--- src/rtl/mc_cpu_pkg.sv ---
`default_nettype none
// ============================================================================
// Module      : mc_cpu_pkg
// Description : Shared definitions for the 8-bit multi-cycle teaching CPU:
//               opcode constants, one-hot control-FSM state encoding, the
//               control vector layout and the performance-counter width.
// Revision    : 1.0 - initial release
// ============================================================================
package mc_cpu_pkg;

    // Opcode field Instr_Op
    localparam logic [1:0] OP_ADD = 2'b00;
    localparam logic [1:0] OP_LW  = 2'b01;
    localparam logic [1:0] OP_SW  = 2'b10;
    localparam logic [1:0] OP_JMP = 2'b11;

    // Default performance-counter width
    localparam int CNT_W_DEF = 8;

    // One-hot state encoding; bit order matches the State_* outputs
    typedef enum logic [4:0] {
        ST_FETCH  = 5'b00001,
        ST_DECODE = 5'b00010,
        ST_EXEC   = 5'b00100,
        ST_MEM    = 5'b01000,
        ST_WB     = 5'b10000
    } state_t;

    // Datapath/memory control vector
    typedef struct packed {
        logic mem_read;
        logic mem_write;
        logic reg_write;
        logic mem_to_reg;
        logic alu_src;
        logic pc_write;
        logic jump;
    } ctrl_t;

endpackage : mc_cpu_pkg
`default_nettype wire

--- src/rtl/mc_ctrl_decode.sv ---
`default_nettype none
// ============================================================================
// Module      : mc_ctrl_decode
// Description : Combinational map from (next state, opcode) to the control
//               vector. The result is registered by mc_control_fsm, so the
//               controls become valid on the same edge the state is entered.
// Ports       : i_state - state being entered on this edge
//               i_op    - opcode that will be held in Op_q after this edge
//               o_ctrl  - decoded control vector
// Revision    : 1.0 - initial release
// ============================================================================
module mc_ctrl_decode
    import mc_cpu_pkg::*;
(
    input  state_t     i_state,
    input  logic [1:0] i_op,
    output ctrl_t      o_ctrl
);

    always_comb begin
        o_ctrl = '0;
        case (i_state)
            ST_DECODE: begin
                o_ctrl.pc_write = 1'b1;
            end
            ST_EXEC, ST_MEM: begin
                // Driven from EXEC so the memory sees stable controls a full
                // cycle before State_Memory rises.
                o_ctrl.mem_read  = (i_op == OP_LW);
                o_ctrl.mem_write = (i_op == OP_SW);
                o_ctrl.alu_src   = (i_op == OP_LW) || (i_op == OP_SW);
            end
            ST_WB: begin
                o_ctrl.reg_write  = 1'b1;
                o_ctrl.mem_to_reg = (i_op == OP_LW);
            end
            ST_FETCH: begin
                // A JMP never visits MEM or WB, so entering FETCH with a JMP
                // opcode can only be the EXEC->FETCH jump transition.
                o_ctrl.pc_write = (i_op == OP_JMP);
                o_ctrl.jump     = (i_op == OP_JMP);
            end
            default: o_ctrl = '0;
        endcase
    end

endmodule : mc_ctrl_decode
`default_nettype wire

--- src/rtl/mc_control_fsm.sv ---
`default_nettype none
// ============================================================================
// Module      : mc_control_fsm
// Description : Multi-cycle control unit. Sequences Fetch, Decode, Execute,
//               Memory and WriteBack under a Step enable and drives one-hot
//               state strobes plus registered datapath/memory controls.
// Ports       : CLK, RST (async, active-high), Step, Instr_Op[1:0]
//               State_Fetch/Decode/Execute/Memory/WriteBack
//               MemRead, MemWrite, RegWrite, MemtoReg, ALUSrc, PCWrite, Jump
//               Cycle_Count, Instr_Count [CNT_W-1:0]
// Config      : CTRL_PERF_CNT_EN - builds the cycle/instruction counters;
//               when undefined both counter outputs are tied to 0.
// Revision    : 1.0 - initial release
// ============================================================================
module mc_control_fsm
    import mc_cpu_pkg::*;
#(
    parameter int CNT_W = CNT_W_DEF
) (
    input  logic             CLK,
    input  logic             RST,
    input  logic             Step,
    input  logic [1:0]       Instr_Op,
    output logic             State_Fetch,
    output logic             State_Decode,
    output logic             State_Execute,
    output logic             State_Memory,
    output logic             State_WriteBack,
    output logic             MemRead,
    output logic             MemWrite,
    output logic             RegWrite,
    output logic             MemtoReg,
    output logic             ALUSrc,
    output logic             PCWrite,
    output logic             Jump,
    output logic [CNT_W-1:0] Cycle_Count,
    output logic [CNT_W-1:0] Instr_Count
);

    state_t     r_state;
    state_t     w_next;
    logic [1:0] r_op;
    logic [1:0] w_op_next;
    logic       w_illegal;
    ctrl_t      r_ctrl;
    ctrl_t      w_ctrl_dec;
    ctrl_t      w_ctrl_next;

    always_ff @(posedge CLK or posedge RST) begin
        if (RST) begin
            r_state <= ST_FETCH;
            r_op    <= OP_ADD;
            r_ctrl  <= '0;
        end else begin
            r_state <= w_next;
            r_op    <= w_op_next;
            r_ctrl  <= w_ctrl_next;
        end
    end

    always_comb begin
        w_next    = r_state;
        w_op_next = r_op;
        w_illegal = 1'b0;
        case (r_state)
            ST_FETCH:  if (Step) w_next = ST_DECODE;
            ST_DECODE: if (Step) begin
                w_next    = ST_EXEC;
                w_op_next = Instr_Op;
            end
            ST_EXEC:   if (Step) begin
                case (r_op)
                    OP_LW, OP_SW: w_next = ST_MEM;
                    OP_ADD:       w_next = ST_WB;
                    default:      w_next = ST_FETCH;
                endcase
            end
            ST_MEM:    if (Step) w_next = (r_op == OP_LW) ? ST_WB : ST_FETCH;
            ST_WB:     if (Step) w_next = ST_FETCH;
            default: begin
                // Corrupted one-hot code: recover on the next edge
                // regardless of Step so the CPU cannot lock up.
                w_next    = ST_FETCH;
                w_illegal = 1'b1;
            end
        endcase
    end

    mc_ctrl_decode u_decode (
        .i_state (w_next),
        .i_op    (w_op_next),
        .o_ctrl  (w_ctrl_dec)
    );

    always_comb begin
        w_ctrl_next = w_ctrl_dec;
        if (w_illegal) begin
            w_ctrl_next = '0;
        end else if (!Step) begin
            // Stalled: levels hold, one-cycle pulses must not repeat.
            w_ctrl_next          = r_ctrl;
            w_ctrl_next.pc_write = 1'b0;
            w_ctrl_next.jump     = 1'b0;
        end
    end

    assign State_Fetch     = r_state[0];
    assign State_Decode    = r_state[1];
    assign State_Execute   = r_state[2];
    assign State_Memory    = r_state[3];
    assign State_WriteBack = r_state[4];

    assign MemRead  = r_ctrl.mem_read;
    assign MemWrite = r_ctrl.mem_write;
    assign RegWrite = r_ctrl.reg_write;
    assign MemtoReg = r_ctrl.mem_to_reg;
    assign ALUSrc   = r_ctrl.alu_src;
    assign PCWrite  = r_ctrl.pc_write;
    assign Jump     = r_ctrl.jump;

`ifdef CTRL_PERF_CNT_EN
    localparam logic [CNT_W-1:0] C_ONE = {{(CNT_W-1){1'b0}}, 1'b1};

    logic [CNT_W-1:0] r_cycle_cnt;
    logic [CNT_W-1:0] r_instr_cnt;
    logic             w_retire;

    // An instruction retires when FETCH is re-entered from a working state.
    assign w_retire = Step && (w_next == ST_FETCH) &&
                      ((r_state == ST_EXEC) || (r_state == ST_MEM) ||
                       (r_state == ST_WB));

    always_ff @(posedge CLK or posedge RST) begin
        if (RST) begin
            r_cycle_cnt <= '0;
            r_instr_cnt <= '0;
        end else if (Step) begin
            r_cycle_cnt <= r_cycle_cnt + C_ONE;
            if (w_retire) begin
                r_instr_cnt <= r_instr_cnt + C_ONE;
            end
        end
    end

    assign Cycle_Count = r_cycle_cnt;
    assign Instr_Count = r_instr_cnt;
`else
    assign Cycle_Count = '0;
    assign Instr_Count = '0;
`endif

endmodule : mc_control_fsm
`default_nettype wire

--- config.mk ---
export PLATFORM = sky130hd
export DESIGN_NAME = mc_control_fsm
export DESIGN_NICKNAME = d
export VERILOG_FILES = /design/src/rtl/mc_cpu_pkg.sv /design/src/rtl/mc_ctrl_decode.sv /design/src/rtl/mc_control_fsm.sv
export SDC_FILE = /design/constraint.sdc
export NUM_CORES = 1
export LEC_CHECK = 0
export CAP_MARGIN = 20
export CORE_ASPECT_RATIO = 1.25
export CORE_UTILIZATION = 47
export DETAILED_ROUTE_END_ITERATION = 10
export PLACE_DENSITY = 0.83
export SETUP_SLACK_MARGIN = 0.02
export SYNTH_ARGS = -nofsm -noshare
export SYNTH_HDL_FRONTEND = slang
export SYNTH_SLANG_ARGS = --single-unit
--- constraint.sdc ---
create_clock -name CLK -period 3.3 [get_ports CLK]
set_clock_uncertainty 0.1 [all_clocks]
set_input_delay 0.99 -clock CLK [delete_from_list [all_inputs] [get_ports CLK]]
set_output_delay 0.99 -clock CLK [all_outputs]
set_load 0.01 [all_outputs]
Word level (Yosys, flattened, before mapping)
Cells that the tools add are included.
Word-level totals
  flip-flop bits (word level): 14
  bits of input ports: 5
  output and inout bits: 28
  logic and storage cells: 47
Cells by class
  equal/unequal tests: 16
  multiplexer cells: 17
  reduce and logical (&&, ||, !) cells: 5
Operator list (number)
  two-way mux 5 bit: 6
  one-hot mux 5 bit (5 select lines): 1
  two-way mux 7 bit: 2
  == test 5 x 1 -> 1 bit, second input constant: 2
  == test 5 x 2 -> 1 bit, second input constant: 2
  == test 5 x 3 -> 1 bit, second input constant: 2
  == test 5 x 4 -> 1 bit, second input constant: 2
  == test 5 bit, second input constant: 2
  one-hot mux 5 bit (2 select lines): 1
  two-way mux 2 bit: 4
  == test 2 bit, second input constant: 3
  OR reduction 5 bit: 1
  == test 2 x 1 -> 1 bit, second input constant: 2
  OR reduction 2 bit: 2
  zero test 2 bit: 1
  two-way mux 1 bit: 2
  != test 2 x 1 -> 1 bit, second input constant: 1
  one-hot mux 1 bit (2 select lines): 1
  logical OR 1 bit: 1

Longest topological paths before layout
Gate-level depths: netlist of run 1.
  word-level depth: 10
  gate-level depth with buffers: 10
  gate-level depth less buffers: 9

Cells and area by module
Synthesis of run 1 repeated with hierarchy kept, for this count alone.
Second synthesis, totals
  cells, all modules: 110
  area, all modules: 1044.8 um^2
Modules (own cells, without submodules)
  mc_control_fsm: times used 1, cells an instance 91, area each 895.9 um^2
  mc_ctrl_decode: times used 1, cells an instance 19, area each 148.9 um^2

Worst setup path before layout of run 1
Ideal clock, no wire load.
  path kind: input-to-reg
  start: input Step
  end: register r_ctrl, in the netlist MemtoReg
  arrival: 2.434 ns
  setup time: 0.121 ns
  slack: 0.645 ns
  path buffers: 1
  required time: 3.079 ns
  stages on the path: 8
  path through: clkbuf_1 > inv_1 > or2_1 > mux2i_1 > inv_1 > ha_1 > and3_1 > a22o_1
On the way
  word-level cells in the longest chain between the ends: 6
  elaborated cells between the ends (all ways): 14
  those cells by class: eq/ne: 3; mux: 11
Ends and longest elaborated chain
  start, declared: line mc_control_fsm.sv:22  | input logic Step,
  two-way mux 2 bit: line mc_control_fsm.sv:67  | ST_DECODE: if (Step) begin
  two-way mux 2 bit: line mc_control_fsm.sv:65  | case (r_state)
  via u_decode.i_op[0]: line mc_ctrl_decode.sv:16  | input logic [1:0] i_op,
  == test 2 x 1 -> 1 bit: line mc_ctrl_decode.sv:35  | o_ctrl.mem_to_reg = (i_op == OP_LW);
  two-way mux 2 bit: line mc_ctrl_decode.sv:22  | case (i_state)
  two-way mux 7 bit: line mc_control_fsm.sv:99  | end else if (!Step) begin
  two-way mux 7 bit: line mc_control_fsm.sv:97  | if (w_illegal) begin
  end signal, assigned: line mc_control_fsm.sv:57  | r_ctrl <= w_ctrl_next;
  end, declared: line mc_control_fsm.sv:45  | ctrl_t r_ctrl;
The timed path passes the listed nets, and every way through them passes these cells. The select of a mux whose other input is x is not followed.
A chain may end at the register's enable or synchronous reset.

Worst setup path in the final report of run 1
Same ends and word-level chain as after synthesis.

==> results.yml, run 1 <==
timing:
  finalCritPeriodShare_pct: 80.0
  setup_viol: 0
  hold_viol_final: 0
  worstMarginPinSlew_ns: 0.512
  clock.fmax_ghz: 0.379
  fin_crit_ns: 2.64
  final_max_slew_viol_count: 0
  rsz0062_at_grt: "no"
  setup-tns-final_ns: 0
  slew_headroom_pct: 65.8
placed_design:
  dp_hpwl_um: 1330
  place_area_sq_um: 1040
  gp_congestion: 0.821
  place_inst: 125
  portBuffers: 16
clock_network:
  cts_resized: 0
  numCtsBuffers: 3
  clockRootBuffer: "clkbuf_4"
  cts_buffer_depth: 2
  clkTransAtPathRegs_ns: 0.08
  htree_levels: 1
  clkSinkCount: 14
  clkLatencyLatePin_ns: 0.28
  cts_tree: "yes"
  cts-hold-fix-buffers: 0
  postCtsSetupBuffers: 0
worst_hold_path:
  hold_path_end: "MemRead$_DFFE_PP0P_"
  hold_class: "reg -> reg"
  holdPathStages: 1
  worstHoldStart: "MemRead$_DFFE_PP0P_"
detailed_routing:
  final_antenna_net_count: 0
  firstDrtPassIters: 4
  drt_iter0_markers: 8
  avgRoutedWirePerCell_um: 12.8
  drc: 0
  via_count: 676
  viasPerCell: 5.24
  drt_wl_total_um: 1660
critical_path:
  required_ns: 3.37
  path_common_cell: "inv_1"
  slowest_stage: "clkdlybuf4s50_1"
  crit_path_cell_trace: "clkdlybuf4s50_1 -> inv_1 -> or2_1 -> mux2i_1 -> inv_1 -> ha_1 -> and3_1 -> a22o_1"
  worstReg2RegEnd: "MemtoReg$_DFFE_PP0P_"
  crit_fanout: 4
  worstSetupPathType: "in -> reg"
  max_stage_delay_ns: 0.48
  crit_family: "buffers and inverters"
  critPathBufInv: 3
  crit_path_end_kind: "flop"
  cp-start-kind: "primary input"
  r2r_setup_slack_ns: 0.97
  rr_startpoint: "r_state[2]$_DFF_PP0_"
  cp.arrival_ns: 2.71
  reg2reg_depth: 8
synth:
  postSynthAreaPerCell_sq_um: 10.0
  yosysSeqAreaShare_pct: 38.1
  postSynthCellCount: 92
  ys_ff_latch: 14
  yosys.cell_types.count: 34
  yosys_warnings: 0
  synthesis.area_sq_um: 923
cells_and_area:
  syn_to_final_growth_pct: 16.8
  seq_area_sq_um: 352
  layout.cells.non_filler: 129
  fin_nets: 122
  multi_input_area_sq_um: 469
  fillers: 164
  drive_gt1_share_pct: 9.09
  layout_common_cells: "16 x conb_1, 16 x clkdlybuf4s50_1, 13 x dfrtp_1"
  fin_util_pct: 59.7
  finalInstanceArea_sq_um: 1080
  diodes: 0
floorplanning:
  initial_core_util_pct: 51.1
  coreArea_sq_um: 1810
  die-area_sq_um: 2150
  num_rows: 17
  fp.dieW_um: 41.6
  chipHeight_um: 51.6
  io_pins: 33
status:
  status: "complete, no violations"
global_routing:
  grt_pass1_wl_um: 2740
  grt_pass1_vias: 643
  overflow: 0
  grt_max_degree: 15
  grt.total_usage_pct: 17.2
  grt_antenna_before_repair: 0
power_and_ir_drop:
  p_per_area_nw_per_um2: 636
  ir_drop_uv: 386
  p_leak_uw: 0.000536
flow_run:
  cap_violations: 0
## registers in the layout, summed over array words and instances (netlist names)
name and flops:
Jump 1, PCWrite 1, ALUSrc 1, RegWrite 1, MemRead 1, MemWrite 1, r_op 2, MemtoReg 1
r_state 5
## report_power, final
part           switching [uW]  internal (uW)  total (uW)
clock                    54.5           67.2         122
sequential               41.6            212         254
combinational             167            144         311
total                     263            423         686
## synth_stat cells (all sizes together)
master / instances / area, sq um
a31o: 1 / 8.76
o31ai: 1 / 7.51
nand2: 4 / 15.0
nor3b: 2 / 15.0
and2b: 1 / 7.51
nor2b: 1 / 6.26
dfrtp: 13 / 325
buf: 17 / 125
a211o: 1 / 8.76
and4b: 1 / 10.0
nor4: 1 / 12.5
clkbuf: 1 / 3.75
a22o: 2 / 17.5
a221oi: 1 / 8.76
conb: 1 / 3.75
nor3: 4 / 31.3
ha: 6 / 75.1
nand4bb: 1 / 11.3
and3: 1 / 6.26
o311a: 1 / 21.3
dfstp: 1 / 26.3
nor2: 3 / 11.3
nand3: 3 / 15.0
inv: 8 / 30.0
o21ai: 6 / 33.8
a32o: 3 / 30.0
nand3b: 2 / 15.0
a21oi: 1 / 5.00
mux2i: 3 / 30.0
or2: 1 / 6.26
## metrics by stage
stage / setup slack [ns] / hold WS (ns) / power, uW
floorplan: 0.645 / 0.431 / 483
global placement: 0.386 / 0.383 / 558
detailed placement: 0.370 / 0.391 / 569
CTS: 0.652 / 0.414 / 693
global route: 0.524 / 0.428 / 744
finish: 0.659 / 0.410 / 686
## worst max path at each step
stage,startpoint,endpoint,cells after the start
floorplan,Step,MemtoReg$_DFFE_PP0P_,8
detailed placement,Step,MemtoReg$_DFFE_PP0P_,8
finish,Step,MemtoReg$_DFFE_PP0P_,8
global placement,Step,MemtoReg$_DFFE_PP0P_,8
global route,Step,MemtoReg$_DFFE_PP0P_,8
CTS,Step,MemtoReg$_DFFE_PP0P_,8
## logic make-up (layout without fill, tap and decap cells)
kind of cell	Yosys count	count (layout)	share of synthesized area, %
adders and majority gates	6	6	8.13
and+or+nand+nor	25	25	17.6
muxes	3	3	3.25
other	1	16	0.406
DFF	14	14	38.1
AOI/OAI and AO/OA	17	17	15.3
buffers and inverters	26	29	17.2
## cell type report
class / instances / share of cell area, %
multi-input cells: 67 / 43.5
inverters: 8 / 2.78
well taps: 19 / 2.20
clock buffers: 4 / 3.36
flip-flops and latches: 14 / 32.6
repair buffers: 17 / 15.5
## per-layer routing
layer,part of all wire [%],routed length (um),GRT usage [%],up-vias
met5,0,0,0,-
met4,2.7,44,11.3,0
met3,3.1,52,1.04,5
met2,54,889,32.0,22
met1,40,671,18.6,324
li1,-,-,-,325
Note: power is estimated with default switching activity, not from simulation.
==> inputs of run 2 (changes only) <==
--- a/config.mk
+++ b/config.mk
@@ -7,9 +7,9 @@
 export LEC_CHECK = 0
 export CAP_MARGIN = 20
 export CORE_ASPECT_RATIO = 1.25
-export CORE_UTILIZATION = 47
+export CORE_UTILIZATION = 44
 export DETAILED_ROUTE_END_ITERATION = 10
-export PLACE_DENSITY = 0.83
+export PLACE_DENSITY = 0.79
 export SETUP_SLACK_MARGIN = 0.02
 export SYNTH_ARGS = -nofsm -noshare
 export SYNTH_HDL_FRONTEND = slang
==> constraint.sdc (replaced) <==
create_clock -name CLK -period 2.6 [get_ports CLK]
set_clock_uncertainty 0.1 [all_clocks]
set_input_delay 0.78 -clock CLK [delete_from_list [all_inputs] [get_ports CLK]]
set_output_delay 0.78 -clock CLK [all_outputs]
set_load 0.01 [all_outputs]
==> results.yml, run 2 (synthesis results as in run 1) <==
status:
  status: "complete, no violations"
cells_and_area:
  largest_reg_flops: 5
  layout.cells.non_filler: 135
  diodes: 0
  regMostFlops: "r_state"
  finalInstanceArea_sq_um: 1120
  reg_top3: "r_state: 5 flops, r_op: 2 flops"
  fin_nets: 127
  syn_to_final_growth_pct: 21.0
  drive_gt1_share_pct: 13.0
  layout_common_cells: "16 x conb_1, 16 x clkdlybuf4s50_1, 13 x dfrtp_1"
timing:
  hold_viol_final: 0
  clock.fmax_ghz: 0.408
  hold_slack_ns: 0.405
  worstMarginPinSlew_ns: 0.548
  rsz0062_at_grt: "no"
  finalCritPeriodShare_pct: 94.3
  setup_viol: 0
  slew_headroom_pct: 63.4
  final_max_slew_viol_count: 0
  fin_crit_ns: 2.45
critical_path:
  worstReg2RegEnd: "ALUSrc$_DFFE_PP0P_"
  worstSetupPathType: "in -> reg"
  required_ns: 2.72
  r2r_setup_slack_ns: 0.32
  cp-start-kind: "primary input"
  rr_startpoint: "r_state[3]$_DFF_PP0_"
  cp.arrival_ns: 2.57
  crit_fanout: 3
  reg2reg_depth: 8
  crit_path_end_kind: "flop"
global_routing:
  grt_max_degree: 15
  grt_antenna_before_repair: 0
  grt_pass1_vias: 668
  overflow: 0
  grt.total_usage_pct: 16.9
  grt_pass1_wl_um: 2820
floorplanning:
  initial_core_util_pct: 46.6
  chipHeight_um: 53.2
  fp.dieW_um: 43.0
  die-area_sq_um: 2290
  io_pins: 33
  num_rows: 18
  coreArea_sq_um: 1980
clock_network:
  cts-hold-fix-buffers: 0
  clkLatencyLatePin_ns: 0.28
  cts_tree: "yes"
  cts_resized: 0
  clkSinkCount: 14
  clkTransAtPathRegs_ns: 0.09
  cts_buffer_depth: 2
  numCtsBuffers: 3
  clockRootBuffer: "clkbuf_4"
  htree_levels: 1
  postCtsSetupBuffers: 0
placed_design:
  place_area_sq_um: 1080
  dp_hpwl_um: 1330
  portBuffers: 16
  place_inst: 131
  gp_congestion: 0.861
flow_run:
  cap_violations: 0
worst_hold_path:
  worstHoldStart: "MemWrite$_DFFE_PP0P_"
  hold_class: "reg -> reg"
  holdPathStages: 1
  hold_path_end: "MemWrite$_DFFE_PP0P_"
power_and_ir_drop:
  p_per_area_nw_per_um2: 826
  p_leak_uw: 0.000561
  ir_drop_uv: 586
detailed_routing:
  viasPerCell: 5.21
  drt_wl_total_um: 1750
  firstDrtPassIters: 5
  drt_iter0_markers: 11
  avgRoutedWirePerCell_um: 13.0
  via_count: 704
  final_antenna_net_count: 0
  drc: 0
## run 2: changes by cell type in the layout (fill, tap and decap cells not counted)
cell | previous run | this run
buf_4 | 1 | 6
## run 2: worst max-delay path, cell delays in order
cell,delay (ns)
clkdlybuf4s50_1,0.48
inv_1,0.05
or2_1,0.28
mux2i_1,0.22
inv_1,0.11
ha_1,0.28
nor3_1,0.21
a22o_1,0.16
## run 2: final cells by class
| type | instances | area, sq um |
|---|---|---|
| inverter | 8 | 30.0 |
| tap | 20 | 25.0 |
| sequential | 14 | 352 |
| multi-input combinational | 67 | 469 |
| clock buffer | 4 | 36.3 |
| timing repair buffer | 22 | 205 |
| fill | 185 | 865 |
## run 2: metrics by stage
stage | TNS, ns | setup slack, ns | utilization (%) | total power [uW]
5_1_grt | 0 | 0.0489 | 56.4 | 987
3_3_place_gp | -0.0931 | -0.0746 | 54.5 | 744
2_1_floorplan | 0 | 0.155 | - | 613
4_1_cts | 0 | 0.151 | 56.4 | 927
6_report | 0 | 0.149 | 56.4 | 922
3_5_place_dp | -0.324 | -0.131 | 54.5 | 761
## run 2: worst max path at each step
stage                     start                    to  slack [ns]  depth (start not counted)
after floorplan            Step  MemtoReg$_DFFE_PP0P_        0.15                          8
after global placement     Step  MemtoReg$_DFFE_PP0P_       -0.07                          8
after detailed placement   Step  MemtoReg$_DFFE_PP0P_       -0.13                          8
after CTS                  Step    ALUSrc$_DFFE_PP0P_        0.15                          8
after global routing       Step    ALUSrc$_DFFE_PP0P_        0.05                          8
final                      Step    ALUSrc$_DFFE_PP0P_        0.15                          8
## run 2: power by group
group,internal (uW),switching (uW)
registers,269,49.0
clock network,85.2,76.2
logic,214,229
## run 2: metal layers
metal | global-route usage [%] | up-vias | wire length [um]
met5 | 0 | - | 0
met4 | 9.09 | 0 | 33
met3 | 3.07 | 4 | 94
met2 | 30.6 | 30 | 912
met1 | 18.5 | 334 | 709
li1 | - | 336 | -
